===== config.mk =====
export PLATFORM = sky130hd
export DESIGN_NAME = sr_pulse_driver
export DESIGN_NICKNAME = d
export VERILOG_FILES = /design/src/rtl/sr_pulse_driver.sv
export SDC_FILE = /design/constraint.sdc
export NUM_CORES = 1
export LEC_CHECK = 0
export BUFFER_PORTS_ARGS = -buffer_cell sky130_fd_sc_hd__clkbuf_2
export CAP_MARGIN = 20
export CORE_MARGIN = 4
export CORE_UTILIZATION = 30
export DETAILED_ROUTE_END_ITERATION = 6
export GPL_TIMING_DRIVEN = 0
export SLEW_MARGIN = 20
export SYNTH_ARGS = -nofsm -noshare
export SYNTH_HDL_FRONTEND = slang
export SYNTH_SLANG_ARGS = --single-unit

===== constraint.sdc =====
create_clock -name clk -period 2 [get_ports clk]
set_input_delay 0.4 -clock clk [delete_from_list [all_inputs] [get_ports clk]]
set_output_delay 0.4 -clock clk [all_outputs]
set_load 0.03 [all_outputs]

===== src/rtl/sr_pulse_driver.sv =====
// Drives the S/R inputs of an asynchronous SR latch with fixed-width, non-overlapping
// pulses, a dead-time gap, and a readback check of the latch output afterwards.
module sr_pulse_driver #(
  parameter int PULSE_CYCLES = 4,
  parameter int GAP_CYCLES   = 2,
  parameter int CNT_W        = 8
) (
  input  logic clk,
  input  logic rst_n,
  input  logic set_req,
  input  logic clr_req,
  input  logic q_fb,
  output logic S,
  output logic R,
  output logic busy,
  output logic done,
  output logic q_exp,
  output logic conflict,
  output logic fault
);

  typedef enum logic [2:0] {
    IDLE  = 3'd0,
    SET_P = 3'd1,
    CLR_P = 3'd2,
    GAP   = 3'd3,
    CHECK = 3'd4
  } state_t;

  localparam logic [CNT_W-1:0] PULSE_LOAD = CNT_W'(PULSE_CYCLES - 1);
  localparam logic [CNT_W-1:0] GAP_LOAD   = CNT_W'(GAP_CYCLES - 1);
  localparam logic [CNT_W-1:0] CNT_ONE    = CNT_W'(1);

  state_t           state_q, state_d;
  logic [CNT_W-1:0] cnt_q, cnt_d;
  logic             s_q, s_d;
  logic             r_q, r_d;
  logic             busy_q, busy_d;
  logic             done_q, done_d;
  logic             q_exp_q, q_exp_d;
  logic             conflict_q, conflict_d;
  logic             fault_q, fault_d;

  always_comb begin
    state_d    = state_q;
    cnt_d      = cnt_q;
    q_exp_d    = q_exp_q;
    fault_d    = fault_q;
    conflict_d = 1'b0;
    case (state_q)
      IDLE: begin
        if (set_req && clr_req) begin
          conflict_d = 1'b1;
        end else if (set_req) begin
          state_d = SET_P;
          cnt_d   = PULSE_LOAD;
          q_exp_d = 1'b1;
        end else if (clr_req) begin
          state_d = CLR_P;
          cnt_d   = PULSE_LOAD;
          q_exp_d = 1'b0;
        end
      end
      SET_P, CLR_P: begin
        if (cnt_q == '0) begin
          state_d = GAP;
          cnt_d   = GAP_LOAD;
        end else begin
          cnt_d = cnt_q - CNT_ONE;
        end
      end
      GAP: begin
        if (cnt_q == '0) begin
          state_d = CHECK;
        end else begin
          cnt_d = cnt_q - CNT_ONE;
        end
      end
      CHECK: begin
        // q_fb has had the whole gap to settle, so it is sampled without a synchronizer
        if (q_fb != q_exp_q) begin
          fault_d = 1'b1;
        end
        state_d = IDLE;
      end
      default: state_d = IDLE;
    endcase

    // Outputs are decoded from the next state so they leave a flop with no glitches
    s_d    = (state_d == SET_P);
    r_d    = (state_d == CLR_P);
    busy_d = (state_d != IDLE);
    done_d = (state_d == CHECK);
  end

  always_ff @(posedge clk or negedge rst_n) begin
    if (!rst_n) begin
      state_q    <= IDLE;
      cnt_q      <= '0;
      s_q        <= 1'b0;
      r_q        <= 1'b0;
      busy_q     <= 1'b0;
      done_q     <= 1'b0;
      q_exp_q    <= 1'b0;
      conflict_q <= 1'b0;
      fault_q    <= 1'b0;
    end else begin
      state_q    <= state_d;
      cnt_q      <= cnt_d;
      s_q        <= s_d;
      r_q        <= r_d;
      busy_q     <= busy_d;
      done_q     <= done_d;
      q_exp_q    <= q_exp_d;
      conflict_q <= conflict_d;
      fault_q    <= fault_d;
    end
  end

  assign S        = s_q;
  assign R        = r_q;
  assign busy     = busy_q;
  assign done     = done_q;
  assign q_exp    = q_exp_q;
  assign conflict = conflict_q;
  assign fault    = fault_q;

endmodule


==> metrics list <==
- The clock reaches the later pin of the worst-skew pair after 290 ps.
- DRC: 0
- Final Instance Count excl. Fillers: 170
* Static Leakage: 0.560 nW
- The final critical path takes up 97.4% of the cycle.
- Average wire length per cell after detail routing: 12.8 um
- Part of the total power dissipated in the clock network: 36.9%
- The worst path meets setup with 52.2 ps of slack.
- Number of filler instances in the final layout: 309
- Count of distinct cell types in the synthesized netlist: 34
- Floorplan row count: 20
* Reg clk slew, reported paths: 110 ps
- Number of global-route vias before repair: 745
- Sequential cells account for 59.3% of the total power.
* Estimated wirelength of the detail-placed design: 1460 um
- Max-slew violation total from the final report: 0
- The initial antenna violation count was 0.
* CTS Hold Bufs: 0
- Num ports: 12
- In this run the remaining antenna-violating nets after routing total 0.
* Worst VDD drop: 0.000182 V
- Summing all multi-input logic gate instances after layout gives 499 sq um.
- After the first detailed-routing iteration, the DRC count stood at 87.
* Sw Pwr: 0.131 mW
- Number of instances in the placed design: 156
- Static timing analysis puts the maximum clock frequency at 513 MHz.
* Slew margin rel.: 62.0%
* Signal arrival time at the worst endpoint: 2170 ps
- CTS sink count: 18
* Pin count of the biggest net entering global routing: 19
- The first global-routing pass estimated 3470 um of wire.
* Fin. Hold Viols: 0
* Sequential cell area: 450 sq um
- The worst path in the final design needs a cycle of 1950 ps, including I/O delays and setup.
- Number of search-and-repair iterations in the first detailed-routing pass: 4
* Number of H-tree branching levels: 1
- Category of the worst setup path capture point: flop
- Synth top area share: 45.0%
* Top cell type by total area after synthesis: sky130_fd_sc_hd__dfrtp_1
- Cell types occupying the most area after synthesis: sky130_fd_sc_hd__dfrtp_1 45%, sky130_fd_sc_hd__or4_1 6.0%, sky130_fd_sc_hd__o31ai_1 5.3%, sky130_fd_sc_hd__ha_1 5.0%, sky130_fd_sc_hd__a22oi_1 3.8%
* Main flop type after synthesis: sky130_fd_sc_hd__dfrtp_1
* Placeable Area: 0.00313 sq mm
- Grt total ovfl: 0
* Vias per Instance: 5.14
- Measured along the x axis, the die boundary spans 65.8 um.
- Internal power comes to 0.482 mW.
* Gate count after technology mapping: 101
- Number of buffers between clock root and the deepest sink: 2
- Yosys printed 0 warnings.
- Slew at the pin closest to its max-slew limit: 570 ps
- Status: complete, no violations
- Total clock buffers created by CTS: 3
- The number of antenna diodes in the final layout is 0.
* Nets: 136
- Port buffering added 11 buffers.
* Fraction of final layout cells sized beyond drive strength 1: 31.0%
- Clock tree from TritonCTS: done
* Largest fanout on the critical path: 7
* Detailed Route WL: 2170 um
- Die area: 0.00432 sq mm
- Net switching is 21.3% of the power.
- Each instance of the synthesized netlist takes up on average 9.91 sq um.
- Number of synthesized flops with an enable pin: 0
* Startpoint class of the critical path: flop
- In the synthesized netlist the async set-or-reset flop fraction comes to 100%.
* Timing startpoint of the critical path: cnt_q[3]
- Setup slack after placement: -254 ps
- Cell at the root of the clock tree: sky130_fd_sc_hd__clkbuf_4
- The worst register-to-register path begins at cnt_q[3].
- Setup violations remaining at the end of the flow were counted as 0.
* Register bit total from synthesis: 18
- Dividing total power by cell area gives a power density of 493 mW/mm^2.
- At the end of routability-driven placement, the weighted congestion stood at 0.822.
* P&R area growth vs syn: 24.2%
* Combinational Power Share: 3.8%
* Number of nets in the synthesized netlist: 110
- At the worst endpoint, the required time is 2220 ps.
- Maximum capacitance violations: 0
- Routed via count: 874
* Summed instance area of the synthesized netlist: 0.00100 sq mm
- Sum of internal, switching and leakage power: 0.613 mW
- In this run the vertical extent of the chip is 65.8 um.
- For this run, the register share of the synthesized area comes to 45.0%.
* Worst-case clock skew: 3.29 ps
- Setup repair after global routing could not meet its margin everywhere.
- For this configuration, the core starts out at a cell density of 32.0%.
- Across every metal layer, demand over resource in global routing totals 10.4%.
- Type of the most critical hold path: primary input to asynchronous set/reset pin
- The setup path with the least slack is of type flop to flop.
[cell type report]
type,count,area share [%]
clock buffers,4,2.92
repair buffers,22,10.9
plain buffers,6,3.32
well taps,44,4.43
multi-input cells,69,40.1
inverters,7,2.11
flip-flops and latches,18,36.2
[power by group through the flow]
| stage | sequential [mW] | clock (mW) | combinational, mW |
|---|---|---|---|
| after global placement | 0.371 | 0 | 0.0225 |
| after CTS | 0.364 | 0.228 | 0.0237 |
| final | 0.364 | 0.226 | 0.0232 |
| after global routing | 0.364 | 0.244 | 0.0271 |
| after detailed placement | 0.371 | 0 | 0.0233 |
| after floorplan | 0.371 | 0 | 0.00880 |
[flip-flops by register name, indices dropped and copies added (netlist names)]
signal    flops
cnt_q         8
done          1
conflict      1
q_exp         1
S             1
R             1
fault         1
state_q       3
busy          1
[layer usage]
metal  wire (um)  GRT usage [%]
met3          88           1.54
met2        1060           16.8
met4          41           4.66
met1         989           13.6
met5           0              0
[metrics by stage]
step / hold slack [ps] / cell area (sq um) / setup TNS [ps] / util [%]
2_1_floorplan: 104 / 1000 / 0 / -
3_3_place_gp: 357 / 1110 / -1690 / 35.5
3_5_place_dp: 368 / 1110 / -1800 / 35.5
4_1_cts: 46.8 / 1160 / 0 / 37.0
5_1_grt: 59.1 / 1240 / -8.54 / 39.8
6_report: 25.2 / 1240 / 0 / 39.8
[synthesized netlist by cell type, types with 4 or more instances]
library cell	instances
sky130_fd_sc_hd__dfrtp_1	18
sky130_fd_sc_hd__or4_1	8
sky130_fd_sc_hd__inv_1	7
sky130_fd_sc_hd__nor2_1	7
sky130_fd_sc_hd__o31ai_1	7
sky130_fd_sc_hd__a22oi_1	5
sky130_fd_sc_hd__o21ai_0	5
sky130_fd_sc_hd__ha_1	4
sky130_fd_sc_hd__nand2_1	4
[placed cells by master (no fill, tap or decap), drive strengths merged]
master,count
a221oi,1
nor4,2
nand3,2
nor2,7
nor4b,1
nand2b,1
xnor2,1
a31o,1
maj3,1
or3b,1
or3,2
xor2,1
nand2,4
nor3,3
or2,2
o21bai,1
inv,7
a21oi,3
clkbuf,16
a22oi,6
o22a,2
and2,1
ha,4
o21ai,5
a21o,1
a211oi,1
or4,8
dfrtp,18
buf,16
o31ai,7
[worst max-delay path: stages, from the launching register on]
cell and delay [ps]:
sky130_fd_sc_hd__dfrtp_1 430, sky130_fd_sc_hd__or4_4 530, sky130_fd_sc_hd__buf_6 150, sky130_fd_sc_hd__or2_1 210, sky130_fd_sc_hd__or4_1 420, sky130_fd_sc_hd__a22oi_2 130
[worst paths after layout]
path                                   end  slack, ps  depth (start not counted)
worst min-delay path            state_q[2]         30                          1
worst min register to register       fault        470                          1
max in group asynchronous                R       1670                          1
worst max-delay path              cnt_q[6]         50                          5
worst max register to register    cnt_q[6]         50                          5
min in group clk                     q_exp        450                          3
[logic make-up (layout without fill, tap and decap cells)]
group	Yosys count	in the layout	share of synthesized area (%)
AND/OR/NAND/NOR	34	34	20.9
AO/OA/AOI/OAI	28	28	20.0
flip-flops	18	18	45.0
buffers and inverters	14	39	6.37
adder cells (fa/ha/maj)	5	5	6.00
XOR/XNOR	2	2	1.75
[what timing repair did]
| item | CTS | global route |
|---|---|---|
| pin swaps | 1 | 2 |
| buffers inserted | 1 | 9 |
| endpoints found under the setup margin | 9 | 8 |
| resized for setup | 3 | 9 |
| cloned | 0 | 1 |
No activity file was read; power rests on OpenSTA's default activity.
